### src/rtl/skew_filter_ctrl_pkg.sv
// Shared types and constants for the skewed two-bank tag filter controller.
// The optional statistics counters are enabled by defining SKEW_FILTER_CTRL_STATS_EN.
package skew_filter_ctrl_pkg;

    typedef enum logic [1:0] {
        IDLE,
        PROBE,
        WRITE,
        RESP
    } state_t;

    typedef enum logic {
        KIND_LOOKUP,
        KIND_INSERT
    } kind_t;

    localparam int STAT_WIDTH = 32;
    localparam int NUM_STATS  = 3;

    // Saturating increment: an all-ones counter stays put instead of wrapping.
    function automatic logic [STAT_WIDTH-1:0] sat_inc(input logic [STAT_WIDTH-1:0] value);
        return (value == '1) ? value : value + STAT_WIDTH'(1);
    endfunction

endpackage

### src/rtl/skew_filter_ctrl_if.sv
// Request/response handshakes plus the shared bank probe/write bus of the filter controller.
// The slave modport is the controller; the master modport is the front-end and bank pair.
interface skew_filter_ctrl_if #(
    parameter int WIDTH = 64
);
    logic             lk_valid_i;
    logic             lk_ready_o;
    logic [WIDTH-1:0] lk_addr_i;
    logic             lk_resp_valid_o;
    logic             lk_hit_o;
    logic             ins_valid_i;
    logic             ins_ready_o;
    logic [WIDTH-1:0] ins_addr_i;
    logic             ins_done_o;
    logic             ins_dup_o;
    logic             bank_read_o;
    logic [WIDTH-1:0] bank_addr_o;
    logic [WIDTH-1:0] bank_wdata_o;
    logic             bank_write_l_o;
    logic             bank_write_r_o;
    logic             bank_hit_l_i;
    logic             bank_hit_r_i;

    modport slave (
        input  lk_valid_i, lk_addr_i, ins_valid_i, ins_addr_i, bank_hit_l_i, bank_hit_r_i,
        output lk_ready_o, lk_resp_valid_o, lk_hit_o, ins_ready_o, ins_done_o, ins_dup_o,
               bank_read_o, bank_addr_o, bank_wdata_o, bank_write_l_o, bank_write_r_o
    );

    modport master (
        output lk_valid_i, lk_addr_i, ins_valid_i, ins_addr_i, bank_hit_l_i, bank_hit_r_i,
        input  lk_ready_o, lk_resp_valid_o, lk_hit_o, ins_ready_o, ins_done_o, ins_dup_o,
               bank_read_o, bank_addr_o, bank_wdata_o, bank_write_l_o, bank_write_r_o
    );

endinterface

### src/rtl/skew_filter_ctrl_arb.sv
// Two-requester arbiter: a lone request always wins, and when both are pending the
// requester that lost last time is granted (prio_reg=1 favours inserts).
module skew_filter_ctrl_arb (
    input  logic clk,
    input  logic rst,
    input  logic enable,
    input  logic lk_valid,
    input  logic ins_valid,
    output logic lk_ready,
    output logic ins_ready,
    output logic lk_grant,
    output logic ins_grant
);
    logic prio_reg;
    logic prio_next;

    always_comb begin
        lk_ready  = enable & ~(ins_valid & prio_reg);
        ins_ready = enable & ~(lk_valid & ~prio_reg);
        lk_grant  = lk_valid & lk_ready;
        ins_grant = ins_valid & ins_ready;
        prio_next = prio_reg;
        if (lk_grant) begin
            prio_next = 1'b1;
        end else if (ins_grant) begin
            prio_next = 1'b0;
        end
    end

    always_ff @(posedge clk) begin
        if (rst) begin
            prio_reg <= 1'b0;
        end else begin
            prio_reg <= prio_next;
        end
    end

endmodule

### src/rtl/skew_filter_ctrl.sv
// Sequencing controller for a two-bank skewed tag filter: probe-before-write inserts with
// alternating victim bank. Define SKEW_FILTER_CTRL_STATS_EN to add saturating stat counters.
module skew_filter_ctrl
    import skew_filter_ctrl_pkg::*;
#(
    parameter int WIDTH       = 64,
    parameter int TAG_WIDTH   = 12,
    parameter int INDEX_WIDTH = 6
) (
    input  logic                  clk,
    input  logic                  rst,
    skew_filter_ctrl_if.slave     bus
`ifdef SKEW_FILTER_CTRL_STATS_EN
    ,
    output logic [STAT_WIDTH-1:0] stat_lookups_o,
    output logic [STAT_WIDTH-1:0] stat_hits_o,
    output logic [STAT_WIDTH-1:0] stat_inserts_o
`endif
);
    localparam bit WIDTHS_OK = (TAG_WIDTH + INDEX_WIDTH) <= WIDTH;

    state_t           state_reg, state_next;
    kind_t            kind_reg, kind_next;
    logic [WIDTH-1:0] addr_reg, addr_next;
    logic             hit_reg, hit_next;
    logic             dup_reg, dup_next;
    logic             victim_reg, victim_next;

    logic lk_ready, ins_ready, lk_grant, ins_grant;
    logic bank_read, write_l, write_r;
    logic lk_resp_valid, lk_hit, ins_done, ins_dup;

    skew_filter_ctrl_arb u_arb (
        .clk       (clk),
        .rst       (rst),
        .enable    (state_reg == IDLE),
        .lk_valid  (bus.lk_valid_i),
        .ins_valid (bus.ins_valid_i),
        .lk_ready  (lk_ready),
        .ins_ready (ins_ready),
        .lk_grant  (lk_grant),
        .ins_grant (ins_grant)
    );

    always_comb begin
        state_next    = state_reg;
        kind_next     = kind_reg;
        addr_next     = addr_reg;
        hit_next      = hit_reg;
        dup_next      = dup_reg;
        victim_next   = victim_reg;
        bank_read     = 1'b0;
        write_l       = 1'b0;
        write_r       = 1'b0;
        lk_resp_valid = 1'b0;
        lk_hit        = 1'b0;
        ins_done      = 1'b0;
        ins_dup       = 1'b0;
        unique case (state_reg)
            IDLE: begin
                if (lk_grant) begin
                    addr_next  = bus.lk_addr_i;
                    kind_next  = KIND_LOOKUP;
                    state_next = PROBE;
                end else if (ins_grant) begin
                    addr_next  = bus.ins_addr_i;
                    kind_next  = KIND_INSERT;
                    state_next = PROBE;
                end
            end
            PROBE: begin
                bank_read = 1'b1;
                hit_next  = bus.bank_hit_l_i | bus.bank_hit_r_i;
                if (kind_reg == KIND_LOOKUP) begin
                    state_next = RESP;
                end else if (bus.bank_hit_l_i | bus.bank_hit_r_i) begin
                    // Already present in either bank: never write a duplicate.
                    dup_next   = 1'b1;
                    state_next = RESP;
                end else begin
                    state_next = WRITE;
                end
            end
            WRITE: begin
                write_l     = ~victim_reg;
                write_r     = victim_reg;
                victim_next = ~victim_reg;
                dup_next    = 1'b0;
                state_next  = RESP;
            end
            RESP: begin
                if (kind_reg == KIND_LOOKUP) begin
                    lk_resp_valid = 1'b1;
                    lk_hit        = hit_reg;
                end else begin
                    ins_done = 1'b1;
                    ins_dup  = dup_reg;
                end
                state_next = IDLE;
            end
            default: state_next = IDLE;
        endcase
    end

    always_ff @(posedge clk) begin
        if (rst) begin
            state_reg  <= IDLE;
            kind_reg   <= KIND_LOOKUP;
            addr_reg   <= '0;
            hit_reg    <= 1'b0;
            dup_reg    <= 1'b0;
            victim_reg <= 1'b0;
        end else begin
            state_reg  <= state_next;
            kind_reg   <= kind_next;
            addr_reg   <= addr_next;
            hit_reg    <= hit_next;
            dup_reg    <= dup_next;
            victim_reg <= victim_next;
        end
    end

    assign bus.lk_ready_o      = lk_ready;
    assign bus.ins_ready_o     = ins_ready;
    assign bus.lk_resp_valid_o = lk_resp_valid;
    assign bus.lk_hit_o        = lk_hit;
    assign bus.ins_done_o      = ins_done;
    assign bus.ins_dup_o       = ins_dup;
    assign bus.bank_read_o     = bank_read;
    assign bus.bank_addr_o     = addr_reg;
    assign bus.bank_wdata_o    = addr_reg;
    assign bus.bank_write_l_o  = write_l;
    assign bus.bank_write_r_o  = write_r;

    a_one_strobe: assert property (@(posedge clk) disable iff (rst) !(write_l && write_r));
    a_widths_fit: assert property (@(posedge clk) WIDTHS_OK);

`ifdef SKEW_FILTER_CTRL_STATS_EN
    logic [NUM_STATS-1:0] stat_inc;

    // Index 0: lookups, 1: lookup hits, 2: inserts actually written.
    assign stat_inc[0] = (state_reg == RESP) && (kind_reg == KIND_LOOKUP);
    assign stat_inc[1] = (state_reg == RESP) && (kind_reg == KIND_LOOKUP) && hit_reg;
    assign stat_inc[2] = (state_reg == WRITE);

    for (genvar gi = 0; gi < NUM_STATS; gi++) begin : g_stat
        logic [STAT_WIDTH-1:0] count_reg;

        always_ff @(posedge clk) begin
            if (rst) begin
                count_reg <= '0;
            end else if (stat_inc[gi]) begin
                count_reg <= sat_inc(count_reg);
            end
        end
    end

    assign stat_lookups_o = g_stat[0].count_reg;
    assign stat_hits_o    = g_stat[1].count_reg;
    assign stat_inserts_o = g_stat[2].count_reg;
`endif

endmodule

### src/flat_wrapper.sv
// flat-port wrapper written by rule: the top's interface ports become plain ports
module skew_filter_ctrl_flat import skew_filter_ctrl_pkg::*;
#(
    parameter int WIDTH       = 64,
    parameter int TAG_WIDTH   = 12,
    parameter int INDEX_WIDTH = 6
)
  (clk, rst, bus_lk_valid_i, bus_lk_addr_i, bus_ins_valid_i, bus_ins_addr_i, bus_bank_hit_l_i, bus_bank_hit_r_i, bus_lk_ready_o, bus_lk_resp_valid_o, bus_lk_hit_o, bus_ins_ready_o, bus_ins_done_o, bus_ins_dup_o, bus_bank_read_o, bus_bank_addr_o, bus_bank_wdata_o, bus_bank_write_l_o, bus_bank_write_r_o);
  skew_filter_ctrl_if #(.WIDTH(WIDTH)) bus_i ();
  input  logic clk;
  input  logic rst;
  input wire logic [$bits(bus_i.lk_valid_i)-1:0] bus_lk_valid_i;
  input wire logic [$bits(bus_i.lk_addr_i)-1:0] bus_lk_addr_i;
  input wire logic [$bits(bus_i.ins_valid_i)-1:0] bus_ins_valid_i;
  input wire logic [$bits(bus_i.ins_addr_i)-1:0] bus_ins_addr_i;
  input wire logic [$bits(bus_i.bank_hit_l_i)-1:0] bus_bank_hit_l_i;
  input wire logic [$bits(bus_i.bank_hit_r_i)-1:0] bus_bank_hit_r_i;
  output wire logic [$bits(bus_i.lk_ready_o)-1:0] bus_lk_ready_o;
  output wire logic [$bits(bus_i.lk_resp_valid_o)-1:0] bus_lk_resp_valid_o;
  output wire logic [$bits(bus_i.lk_hit_o)-1:0] bus_lk_hit_o;
  output wire logic [$bits(bus_i.ins_ready_o)-1:0] bus_ins_ready_o;
  output wire logic [$bits(bus_i.ins_done_o)-1:0] bus_ins_done_o;
  output wire logic [$bits(bus_i.ins_dup_o)-1:0] bus_ins_dup_o;
  output wire logic [$bits(bus_i.bank_read_o)-1:0] bus_bank_read_o;
  output wire logic [$bits(bus_i.bank_addr_o)-1:0] bus_bank_addr_o;
  output wire logic [$bits(bus_i.bank_wdata_o)-1:0] bus_bank_wdata_o;
  output wire logic [$bits(bus_i.bank_write_l_o)-1:0] bus_bank_write_l_o;
  output wire logic [$bits(bus_i.bank_write_r_o)-1:0] bus_bank_write_r_o;
  assign bus_i.lk_valid_i = bus_lk_valid_i;
  assign bus_i.lk_addr_i = bus_lk_addr_i;
  assign bus_i.ins_valid_i = bus_ins_valid_i;
  assign bus_i.ins_addr_i = bus_ins_addr_i;
  assign bus_i.bank_hit_l_i = bus_bank_hit_l_i;
  assign bus_i.bank_hit_r_i = bus_bank_hit_r_i;
  assign bus_lk_ready_o = bus_i.lk_ready_o;
  assign bus_lk_resp_valid_o = bus_i.lk_resp_valid_o;
  assign bus_lk_hit_o = bus_i.lk_hit_o;
  assign bus_ins_ready_o = bus_i.ins_ready_o;
  assign bus_ins_done_o = bus_i.ins_done_o;
  assign bus_ins_dup_o = bus_i.ins_dup_o;
  assign bus_bank_read_o = bus_i.bank_read_o;
  assign bus_bank_addr_o = bus_i.bank_addr_o;
  assign bus_bank_wdata_o = bus_i.bank_wdata_o;
  assign bus_bank_write_l_o = bus_i.bank_write_l_o;
  assign bus_bank_write_r_o = bus_i.bank_write_r_o;
  skew_filter_ctrl #(.WIDTH(WIDTH), .TAG_WIDTH(TAG_WIDTH), .INDEX_WIDTH(INDEX_WIDTH)) u_core (.clk(clk), .rst(rst), .bus(bus_i));
endmodule
### config.mk
export PLATFORM = sky130hd
export DESIGN_NAME = skew_filter_ctrl_flat
export DESIGN_NICKNAME = d
export VERILOG_FILES = /design/src/rtl/skew_filter_ctrl_pkg.sv /design/src/rtl/skew_filter_ctrl_if.sv /design/src/rtl/skew_filter_ctrl_arb.sv /design/src/rtl/skew_filter_ctrl.sv /design/src/flat_wrapper.sv
export SDC_FILE = /design/constraint.sdc
export NUM_CORES = 1
export LEC_CHECK = 0
export ABC_CLOCK_PERIOD_IN_PS = 2200
export CORE_UTILIZATION = 35
export CTS_BUF_LIST = sky130_fd_sc_hd__clkbuf_4 sky130_fd_sc_hd__clkbuf_8
export CTS_CLUSTER_SIZE = 40
export DETAILED_ROUTE_END_ITERATION = 6
export PLACE_DENSITY_LB_ADDON = 0.1
export SLEW_MARGIN = 0
export SYNTH_ARGS = -nofsm -noshare
export SYNTH_HDL_FRONTEND = slang
export SYNTH_SLANG_ARGS = --single-unit
### constraint.sdc
create_clock -name clk -period 2.2 [get_ports clk]
set_clock_uncertainty 0.1 [all_clocks]
set_input_delay 0.33 -clock clk [delete_from_list [all_inputs] [get_ports clk]]
set_output_delay 0.33 -clock clk [all_outputs]
set_load 0.02 [all_outputs]
# --- Word level (Yosys, flattened, before mapping) ---
# Cells that the tools add are included.
op_classes:
  eq_ne: 6
  mux: 25
  bitwise_logic: 11
  reduce_logical: 5
op_table:
  columns: ["cell", "n"]
  rows:
  - ["2-to-1 mux 64 bit", 2]
  - ["2-to-1 mux 1 bit", 18]
  - ["one-hot mux 2 bit (4 select lines)", 1]
  - ["bitwise AND 1 bit", 6]
  - ["2-to-1 mux 2 bit", 3]
  - ["equality test 2 bit, second input constant", 2]
  - ["inequality test 2 x 1 -> 1 bit, second input constant", 2]
  - ["NOT 1 bit", 4]
  - ["nonzero test 2 bit", 2]
  - ["inequality test 3 x 1 -> 1 bit, second input constant", 1]
  - ["AND reduction 3 bit", 1]
  - ["equality test 2 x 1 -> 1 bit, second input constant", 1]
  - ["zero test 2 bit", 1]
  - ["one-hot mux 1 bit (2 select lines)", 1]
  - ["AND reduction 2 bit", 1]
  - ["OR 1 bit", 1]
totals:
  register_bits: 71
  in_bits: 134
  out_inout_bits: 137
  wordCells: 54

# --- Logic depth before layout (Yosys ltp) ---
# Gate-level depths: netlist (run 1).
depth:
  ltp_word: 8
  depth_mapped: 8
  depth_no_buf: 5

# --- Modules after synthesis ---
# From an unflattened synthesis (run 1), not the netlist that was laid out.
unflattened:
  cells_unflattened: 396
  area_unflattened_um2: 4093.9
by_module_without_submodules:
  columns: ["mod", "n_inst", "cells_each", "area_each_um2", "seq_area_each_um2"]
  rows:
  - ["skew_filter_ctrl", 1, 388, 4023.9, 1401.3]
  - ["skew_filter_ctrl_arb", 1, 8, 70.1, 20.0]

# --- Least setup slack after synthesis (run 1) ---
# Ideal clock, no wire load.
synth_timing:
  path_kind: "register -> register"
  startpoint: "register u_core.state_reg[0]"
  endpoint: "register u_core.addr_reg[0], in the netlist u_core.bus.bank_addr_o[0]"
  setup_time_ps: 132
  t_arrival_ps: 1370
  required_ps: 1968
  slack_ps: 598
  stages_incl_launch_ff: 9
  n_path_buf: 3
  period_less_slack_ps: 1602
  path_cell_list: "dfxtp_1 inv_1 ha_1 buf_4 o21a_1 buf_4 buf_4 o32ai_1 nor3_1"
synth_between:
  elab_chain_cells: 5
  elab_cells_between_ends: 8
  classes_between: "mux: 1; bitwise: 4; reduce/logical: 3"
synth_lines:
  columns: ["element", "line", "source"]
  rows:
  - ["start, declared", "skew_filter_ctrl.sv:22", "state_t state_reg, state_next;"]
  - ["start signal, assigned", "skew_filter_ctrl.sv:114", "state_reg <= state_next;"]
  - ["zero test 2 bit (*)", "skew_filter_ctrl.sv:36, skew_filter_ctrl.sv:59", null]
  - ["bitwise AND 1 bit, on equally long branches", "skew_filter_ctrl_arb.sv:19, skew_filter_ctrl_arb.sv:18", null]
  - ["bitwise AND 1 bit, on equally long branches", "skew_filter_ctrl_arb.sv:21, skew_filter_ctrl_arb.sv:20", null]
  - ["nonzero test 2 bit (no line)", null, null]
  - ["AND reduction 2 bit (no line)", null, null]
  - ["end signal, assigned", "skew_filter_ctrl.sv:116", "addr_reg <= addr_next;"]
  - ["end, declared", "skew_filter_ctrl.sv:24", "logic [WIDTH-1:0] addr_reg, addr_next;"]
# Every way passes the cells marked *; elsewhere a longest branch is shown, timed or not.
# A chain may end at the register's enable or synchronous reset.

# --- Final worst setup path (run 1) ---
layout_timing:
  startpoint: "register u_core.state_reg[1]"
  endpoint: "output port bus_bank_read_o"
layout_between:
  elab_chain_cells: 2
layout_lines:
  columns: ["element", "line", "source"]
  rows:
  - ["equality test 2 x 1 -> 1 bit", "skew_filter_ctrl.sv:59", "unique case (state_reg)"]
  - ["2-to-1 mux 1 bit", "skew_filter_ctrl.sv:59", null]
  - ["end, declared", "flat_wrapper.sv:24", "output wire logic [$bits(bus_i.bank_read_o)-1:0] bus_bank_read_o;"]
# No other way between the ends.

==> results of run 1 <==
[layer usage]
layer	GRT usage	wire (um)
met5	0	0
met2	0.397	6450
met1	0.279	5270
met4	0.0714	227
met3	0.0493	769
[report_power, final]
| part | switching, uW | internal [uW] |
|---|---|---|
| Clock | 521 | 408 |
| Sequential | 442 | 1800 |
| Combinational | 2790 | 2550 |
| Total | 3750 | 4760 |
[metrics by stage]
step | setup WS (ns) | area, um2 | utilization | total power [uW]
2_1_floorplan | 0.598 | 3690 | - | 5730
3_3_place_gp | 0.119 | 5930 | 0.577 | 7570
3_5_place_dp | 0.0779 | 5930 | 0.577 | 7640
4_1_cts | 0.00951 | 6100 | 0.593 | 8580
5_1_grt | 0.0107 | 6110 | 0.594 | 9020
6_report | 0.124 | 6110 | 0.594 | 8510
[area by class of cell]
| cell class | instances | area (um2) | share of cell area |
|---|---|---|---|
| Sequential cell | 71 | 1420 | 0.233 |
| Tap cell | 136 | 170 | 0.0279 |
| Clock buffer | 9 | 124 | 0.0203 |
| Clock inverter | 7 | 50.0 | 0.00820 |
| Timing Repair Buffer | 283 | 2830 | 0.464 |
| Multi-Input combinational cell | 230 | 1490 | 0.244 |
| Inverter | 4 | 15.0 | 0.00246 |
[path summary, 6_finish.rpt]
check / from / end / slack [ns]
worst max-delay path: u_core.state_reg[1] / bus_bank_read_o / 0.12
worst max register to register: u_core.state_reg[0] / u_core.bus.bank_addr_o[1] / 0.33
worst min register to register: u_core.hit_reg / u_core.hit_reg / 0.42
worst min-delay path: rst / u_core.bus.bank_addr_o[12] / 0.24
[cells in the mapped netlist]
library cell	number
sky130_fd_sc_hd__mux2_2	1
sky130_fd_sc_hd__xnor2_1	1
sky130_fd_sc_hd__a211oi_1	2
sky130_fd_sc_hd__and2_1	4
sky130_fd_sc_hd__buf_6	6
sky130_fd_sc_hd__o21a_1	1
sky130_fd_sc_hd__inv_1	4
sky130_fd_sc_hd__nand2_1	2
sky130_fd_sc_hd__a2bb2oi_1	1
sky130_fd_sc_hd__nor3b_1	1
sky130_fd_sc_hd__o32ai_1	64
sky130_fd_sc_hd__buf_2	14
sky130_fd_sc_hd__nor2b_4	1
sky130_fd_sc_hd__and3_1	1
sky130_fd_sc_hd__or3b_2	1
sky130_fd_sc_hd__nor3_1	129
sky130_fd_sc_hd__a221oi_1	1
sky130_fd_sc_hd__a311oi_1	1
sky130_fd_sc_hd__and2b_1	1
sky130_fd_sc_hd__a21oi_1	1
sky130_fd_sc_hd__dfxtp_1	71
sky130_fd_sc_hd__a2111oi_0	1
sky130_fd_sc_hd__nor2b_1	4
sky130_fd_sc_hd__buf_4	79
sky130_fd_sc_hd__clkbuf_1	9
sky130_fd_sc_hd__nor2_1	6
sky130_fd_sc_hd__ha_1	5
sky130_fd_sc_hd__mux2i_1	1
[cells by family after synthesis]
group | Yosys count
buf+inv | 112
xor+xnor | 1
flops | 71
simple gates | 150
compound gates | 72
mux | 2
fa+ha+maj | 5
[what timing repair did]
action | CTS | global route
hold buffers | 0 | 0
endpoints found under the hold margin | 0 | 0
resized for setup | 5 | 3
endpoints found under the setup margin | 5 | 3
pin swaps | 0 | 0
setup buffers | 0 | 0
==> run metrics, run 1 <==
gate family responsible for the most delay along the worst path=buffers and inverters; P&R area growth vs syn=65.7%; Critical Path, Cell by Cell=inv_1 > ha_1 > clkdlybuf4s50_1; arithmetic-cell share of the synthesized area counting full adders, half adders and majority gates=0.0170; Detail Route Antenna Nets=0; Synth Area per Inst=8.93 um2; Synth area leader=sky130_fd_sc_hd__dfxtp_1; setup total negative slack=0 ns; overall track demand over capacity in global routing=0.228; Stages on worst setup path=3; fin nets=738; most frequent cells in the layout=261 x sky130_fd_sc_hd__clkdlybuf4s50_1, 129 x sky130_fd_sc_hd__nor3_1, 71 x sky130_fd_sc_hd__dfxtp_1; DIE WIDTH=105 um; standard cell with the maximum stage delay on the critical path=sky130_fd_sc_hd__clkdlybuf4s50_1; number of levels the H-tree was split into=3; maximum operating frequency=482 MHz; maximum number of pins on one net before global-route repair=66; minimum clock period=2.08 ns; fraction of synthesized area in multiplexers=0.00577; mean number of vias per cell=5.17; CTS Root Buffer Type=sky130_fd_sc_hd__clkbuf_8; leading cell types by total area after synthesis=sky130_fd_sc_hd__dfxtp_1 39%, sky130_fd_sc_hd__nor3_1 18%, sky130_fd_sc_hd__buf_4 16%; first-pass GRT wire length=20100 um; number of cell rows=37; average detailed-routed wire length per instance=17.2 um; number of buffers added on ports=270; simple-gate portion of the synthesized area=0.209; number of I/O pins=271; share of the synthesized area in compound gates (AO/OA/AOI/OAI)=0.169; placed instance count=724; Starting Density=0.359; worst min-delay path class=in2reg; commonest non-fill, non-tap cell in the layout=sky130_fd_sc_hd__clkdlybuf4s50_1; CTS tree=done; worst slew pin tran=0.758 ns; worst hold slack=0.240 ns; height of the chip=105 um; final count of pins violating max slew=0; total nets after synthesis=552; number of DRC markers in iteration 0=181; worst slew margin relative to its limit=0.495; Placer Congestion=0.767; total of flip-flops plus latches after synthesis=71; portion of synthesized cell area occupied by the leading cell type=0.386; LEAKAGE=0.00220 uW; result of the run=finished, final reports clean; count of endpoints failing hold in the final timing report=0; Synth warnings=0; total buffers and inverters traversed by the critical path=2; antenna cell count=0; start-to-end type of the worst setup path=reg2out; final setup violation count=0; combinational family with the most area after synthesis=buffers and inverters; Final period util=0.944; Sink Count=71; maximum count of clock buffers along a single path=2; detailed-route via count=3823; proportion of synthesized chip area in sequential cells=0.386; clock-pin slew reported for the worst setup and hold paths after clock tree synthesis=0.09 ns; vias in the first global route=3807; estimated wirelength of the detail-placed design=8610 um; drt drc=0; xor/xnor share of the synthesized area=0.00238; Skew-Pair Late Insertion Delay=0.34 ns; total clock buffers created by CTS=9; Maximum Capacitance Violations=0; Cell variety after synth=28; PwrDens=1390 nW/um2; startpoint type of the worst setup path=flop; hold path cells=2; layout cells sized above 1=0.0613; Synth Instances=413; data arrival time of the worst path=1.65 ns; critical path endpoint category=primary output; count of fill cells added during filler insertion=929; antenna violations before repair=0; worst path required time=1.77 ns; setup repair after global routing missed its margin=no; Detailed Route WL=12700 um; crit path max fanout=5; Post-Syn Area=3690 um2; die area=10900 um2; total iterations of the first detailed-routing run=4; IR Drop Worst-Case VDD=901 uV; sum of overflow across all layers after global routing=0; reg2reg path depth=7; Core Region=10300 um2; max reg flops=64; slowest stage delay, CP=0.63 ns; final instance count without filler cells=740
Note: power is estimated with default switching activity, not from simulation.
==> run 2: changes to the inputs <==
- CAP_MARGIN: unset -> 30
==> results of run 2 <==
The final DEF is identical to that of run 1; final timing and power are the same.
==> run 3: changes to the inputs <==
- HOLD_SLACK_MARGIN: unset -> 0.05
==> results of run 3 <==
The final DEF is identical to that of run 1; final timing and power are the same.
==> RTL edit 1: new RTL, flow settings as in run 1 <==
Take the reset off `addr_reg` and load it in a clocked block of its own.
--- a/src/rtl/skew_filter_ctrl.sv
+++ b/src/rtl/skew_filter_ctrl.sv
@@ -107,5 +107,4 @@
             state_reg  <= IDLE;
             kind_reg   <= KIND_LOOKUP;
-            addr_reg   <= '0;
             hit_reg    <= 1'b0;
             dup_reg    <= 1'b0;
@@ -114,9 +113,12 @@
             state_reg  <= state_next;
             kind_reg   <= kind_next;
-            addr_reg   <= addr_next;
             hit_reg    <= hit_next;
             dup_reg    <= dup_next;
             victim_reg <= victim_next;
         end
+    end
+
+    always_ff @(posedge clk) begin
+        addr_reg <= addr_next;
     end
 
Function: changed (a bounded check fails within 4 cycles, from zero or initial values and one cycle with rst high).
==> RTL edit 1 against run 1 <==
Maximum frequency is 0.14% lower; sequential share of layout area is 8.2 points higher; synthesized area is 4.7% higher; cell count is 18% lower; final area is 7.5% higher; setup slack worse by 0.0029 ns; via count is 30% lower; die area is 4.6% higher; count of clock-buffer cells in the layout stayed put; sequential cell count stayed put; routed wire length is 19% lower; power is 7.1% higher; largest cell class unchanged.
==> RTL edit 1: results (changes against run 1) <==
Yosys
* **XOR/XNOR share of the synthesized area** 0.2270%, -0.011 points
* **mux share of post-synthesis cell area** 25.06%, +24 points
* **Primary FF master, synth** sky130_fd_sc_hd__edfxtp_1
* **number of enable-type register cells in the synthesized netlist** 64, +64
* **Cells after Synth** 247, -40%
* **cells taking the most area after synthesis** sky130_fd_sc_hd__edfxtp_1, sky130_fd_sc_hd__mux2_4, sky130_fd_sc_hd__buf_4
* **top post-synthesis cells by count** sky130_fd_sc_hd__buf_4, sky130_fd_sc_hd__edfxtp_1, sky130_fd_sc_hd__mux2_4
* **complex-gate fraction of the synthesized area** 2.237%, -15 points
* **total nets after synthesis** 386, -30%
* **fraction of the mapped netlist area in adder cells** 1.621%, -0.076 points
* **sequential fraction of the synthesis area** 53.44%, +15 points
* **number of distinct library cells after synthesis** 26, -7.1%

Setup path
* **CP max FO** 6, +1
* **RR Startpoint** u_core.state_reg[0]
* **biggest cell delay along the critical path** 0.59 ns, -0.04 ns
* **destination of the worst register-to-register timing path** u_core.bus.bank_addr_o[14]
* **reg2reg path depth** 6, -1

Routing
* **post-DR wirelength/cell** 16.86 µm, -1.9%
* **drt initial violations** 71, -61%
* **via count of the routed design** 2691, -30%

Global routing
* **wire length of the first global-routing pass** 14870 µm, -26%
* **Global Route Usage Sum** 17.48%, -5.3 points

Placement
* **half-perimeter wire length after detailed placement** 8226 µm, -4.5%
* **post-placement cell area** 0.006352 mm², +7.1%
* **worst slack at placement** 0.1061 ns, +0.02820 ns
* **Final Wtd Congestion** 0.7227, -5.8%
* **cell count after placement** 593, -18%

Layout
* **share of cells above drive strength 1** 21.14%, +15 points
* **final instance count without filler cells** 609, -18%
* **number of flip-flops under the largest register name** 64, unchanged
* **Filler Cell Count** 825, -11%

Pwr
* **Leakage** 2.661 nW, +21%
* **Peak VDD IR** 0.0008194 V, -9.1%
* **net switching power** 3.405 mW, -9.2%

Outcome
* **result of the run** completed

Timing
* **worst-case hold slack** 0.4016 ns, +0.1615 ns
* **setup ws final** 0.1211 ns, -0.002904 ns
* **Slew headroom** 73.95%, +24 points

Hold path
* **startpoint of the lowest-slack hold path** u_core.hit_reg
* **end point of the most critical hold path** u_core.hit_reg
* **Cells on Worst Hold Path** 2, unchanged
* **min-delay worst type** reg2reg

CTS
* **post-CTS resize count** 4, -1
* **CTS HTree Levels** 3, unchanged
* **insertion delay to the later sink of the worst-skew pair** 0.33 ns

-- RTL edit 1: cell count changes after synthesis, sizes merged, moves of 8 or more --
cell and change:
nor3 -129, dfxtp -64, edfxtp +64, mux2 +64, o32ai -64, buf -29, clkbuf -8
-- RTL edit 1: power groups by stage --
| stage | Clock [mW] | Sequential [mW] | Combinational (mW) |
|---|---|---|---|
| 3_3_place_gp | 0 | 2.67 | 5.36 |
| 2_1_floorplan | 0 | 3.26 | 2.83 |
| 3_5_place_dp | 0 | 2.69 | 5.40 |
| 5_1_grt | 1.22 | 2.73 | 5.61 |
| 4_1_cts | 1.16 | 2.67 | 5.40 |
| 6_report | 1.13 | 2.65 | 5.34 |
-- RTL edit 1: worst max-delay path by stage --
stage	startpoint	end
5_1_grt	u_core.state_reg[0]	bus_ins_done_o
3_5_place_dp	bus_ins_valid_i	u_core.bus.bank_addr_o[43]
2_1_floorplan	u_core.state_reg[0]	u_core.state_reg[0]
6_report	u_core.state_reg[0]	bus_ins_done_o
3_3_place_gp	bus_ins_valid_i	bus_lk_ready_o
4_1_cts	u_core.state_reg[0]	bus_ins_ready_o
-- RTL edit 1: area by class of cell --
cell class / count / area (µm²) / share of cell area [%]
clock buffers: 9 / 123.9 / 1.886
clock inverters: 7 / 87.58 / 1.334
inverters: 6 / 26.28 / 0.4002
multi-input cells: 99 / 1244 / 18.94
flip-flops and latches: 71 / 2064 / 31.44
well taps: 136 / 170.2 / 2.591
repair buffers: 281 / 2850 / 43.41
-- RTL edit 1: metal layers --
layer / vias to the layer above / wire length, µm / track usage, %
met3: 15 / 755 / 4.802
met2: 150 / 5623 / 32.44
met5: - / 0 / 0
li1: 1270 / - / -
met4: 0 / 219 / 7.339
met1: 1256 / 3666 / 18.42
==> RTL edit 2: new RTL, settings of run 1 <==
Without the edit above. `WIDTH` is set to 64 in 3 places; all go to 96.
--- a/src/rtl/skew_filter_ctrl_if.sv
+++ b/src/rtl/skew_filter_ctrl_if.sv
@@ -2,5 +2,5 @@
 // The slave modport is the controller; the master modport is the front-end and bank pair.
 interface skew_filter_ctrl_if #(
-    parameter int WIDTH = 64
+    parameter int WIDTH = 96
 );
     logic             lk_valid_i;
--- a/src/rtl/skew_filter_ctrl.sv
+++ b/src/rtl/skew_filter_ctrl.sv
@@ -4,5 +4,5 @@
     import skew_filter_ctrl_pkg::*;
 #(
-    parameter int WIDTH       = 64,
+    parameter int WIDTH       = 96,
     parameter int TAG_WIDTH   = 12,
     parameter int INDEX_WIDTH = 6
--- a/src/flat_wrapper.sv
+++ b/src/flat_wrapper.sv
@@ -2,5 +2,5 @@
 module skew_filter_ctrl_flat import skew_filter_ctrl_pkg::*;
 #(
-    parameter int WIDTH       = 64,
+    parameter int WIDTH       = 96,
     parameter int TAG_WIDTH   = 12,
     parameter int INDEX_WIDTH = 6
Interface: changed (resized bus_bank_addr_o, bus_bank_wdata_o, bus_ins_addr_i and bus_lk_addr_i); port bits go from 271 to 399. The function was not compared with the original's and may differ.
==> RTL edit 2 against run 1 <==
Non-clock buffer count increased by 133; sequential cell count increased by 32; synthesized area increased by 53%; via count increased by 48%; synthesized cell count increased by 44%; cell count increased by 46%; combinational power increased by 54%; sequential power increased by 48%; setup slack improved by 0.0032 ns; final area increased by 51%; power increased by 49%; routed wire length increased by 66%; first-iteration DRC count increased by 41%; largest cell class unchanged; largest power group unchanged.
==> RTL edit 2: results (changes against run 1) <==
Outcome
* **result of the run** completed

Pwr
* **Leakage** 3.200 nW, +45%
* **Peak VDD IR** 0.0007434 V, -17%

Yosys
* **Cells after Synth** 595, +44%
* **total nets after synthesis** 798, +45%
* **top post-synthesis cells by count** sky130_fd_sc_hd__nor3_1, sky130_fd_sc_hd__dfxtp_1, sky130_fd_sc_hd__buf_4
* **cells taking the most area after synthesis** sky130_fd_sc_hd__dfxtp_1, sky130_fd_sc_hd__nor3_1, sky130_fd_sc_hd__buf_4
* **sequential fraction of the synthesis area** 36.53%, -2.0 points

Hold path
* **end point of the most critical hold path** u_core.state_reg[1]

Layout
* **cell area after layout** 0.009193 mm², +51%
* **share of cells above drive strength 1** 11.47%, +5.3 points
* **final-stage net count** 1063, +44%

CTS
* **insertion delay to the later sink of the worst-skew pair** 0.37 ns, +0.03 ns

Placement
* **Final Wtd Congestion** 0.8245, +7.5%
* **worst slack at placement** 0.1334 ns, +0.05555 ns
* **IO Port Bufs** 398, +47%
* **half-perimeter wire length after detailed placement** 15160 µm, +76%
* **post-placement cell area** 0.009041 mm², +52%

Routing
* **drt initial violations** 256, +41%
* **post-DR vias/cell** 5.254, +1.7%
* **wire length after detailed routing** 21150 µm, +66%
* **number of search-and-repair iterations in the first detailed-routing pass** 5, +1

Timing
* **worst-case hold slack** 0.3069 ns, +0.06671 ns
* **Slew headroom** 63.04%, +14 points

Global routing
* **met1 Usage GRT** 26.29%, -1.6 points
* **Global Route Usage Sum** 24.29%, +1.5 points
* **met3 routing resource usage after global routing** 4.657%, -0.27 points
* **number of global-route vias before repair** 5586, +47%
* **fraction of met2 tracks used by global routing** 45.95%, +6.3 points

Setup path
* **destination of the worst register-to-register timing path** u_core.bus.bank_addr_o[53]
* **origin of the worst setup path** u_core.state_reg[0]

[RTL edit 2: changes by cell type after synthesis, moves of 6 or more]
cell / run 1 / this run
sky130_fd_sc_hd__buf_6: 6 / 12
sky130_fd_sc_hd__buf_2: 14 / 29
sky130_fd_sc_hd__nor3_2: 0 / 30
sky130_fd_sc_hd__nor3_1: 129 / 163
sky130_fd_sc_hd__dfxtp_1: 71 / 103
sky130_fd_sc_hd__buf_4: 79 / 99
sky130_fd_sc_hd__clkbuf_1: 9 / 21
sky130_fd_sc_hd__o32ai_2: 0 / 29
[RTL edit 2: power breakdown]
group | switching, mW | internal [mW] | leakage, nW
sequential | 0.714 | 2.62 | 0.856
combinational | 4.31 | 3.94 | 2.26
clock | 0.633 | 0.436 | 0.0863
[RTL edit 2: worst max path at each step]
| stage | to | slack (ns) | cells after the start |
|---|---|---|---|
| 2_1_floorplan | u_core.bus.bank_addr_o[30] | 0.48 | 9 |
| 3_3_place_gp | bus_lk_ready_o | 0.12 | 4 |
| 3_5_place_dp | bus_lk_ready_o | 0.13 | 4 |
| 4_1_cts | bus_bank_read_o | 0.05 | 3 |
| 5_1_grt | bus_bank_write_r_o | 0.03 | 4 |
| 6_report | bus_bank_write_r_o | 0.13 | 4 |
[RTL edit 2: timing repair]
item,in CTS,in global routing
endpoints found under the setup margin,8,1
resized for setup,8,1
gates cloned,0,0
[RTL edit 2: per-layer routing]
layer / share of wire (%) / vias to the layer above
met2: 53 / 247
met4: 2.4 / 0
met3: 6.0 / 30
met1: 38 / 2727
li1: - / 2670
met5: 0 / -
[RTL edit 2: cell type report]
cell class / count / area share, %
Multi-Input combinational cell: 326 / 26.95
Clock inverter: 2 / 0.1089
Timing Repair Buffer: 416 / 45.79
Sequential cell: 103 / 22.43
Clock buffer: 12 / 1.592
Tap cell: 216 / 2.940
Inverter: 4 / 0.1633
Antenna cell: 1 / 0.02722
[RTL edit 2: worst max-delay path, stage by stage, from the launching register on]
cell	delay [ns]
sky130_fd_sc_hd__dfxtp_1	0.42
sky130_fd_sc_hd__inv_1	0.12
sky130_fd_sc_hd__ha_1	0.25
sky130_fd_sc_hd__and2_1	0.17
sky130_fd_sc_hd__dlygate4sd2_1	0.32
[RTL edit 2: cell families (layout without fill, tap and decap cells)]
kind of cell / after synthesis / in the layout / share of synthesized area (%)
mux: 2 / 2 / 0.3768
other cells: 0 / 1 / 0
flops: 103 / 103 / 36.53
simple gates: 214 / 214 / 21.90
fa+ha+maj: 5 / 5 / 1.108
compound gates: 104 / 104 / 19.86
buf+inv: 166 / 434 / 20.06
xor+xnor: 1 / 1 / 0.1552
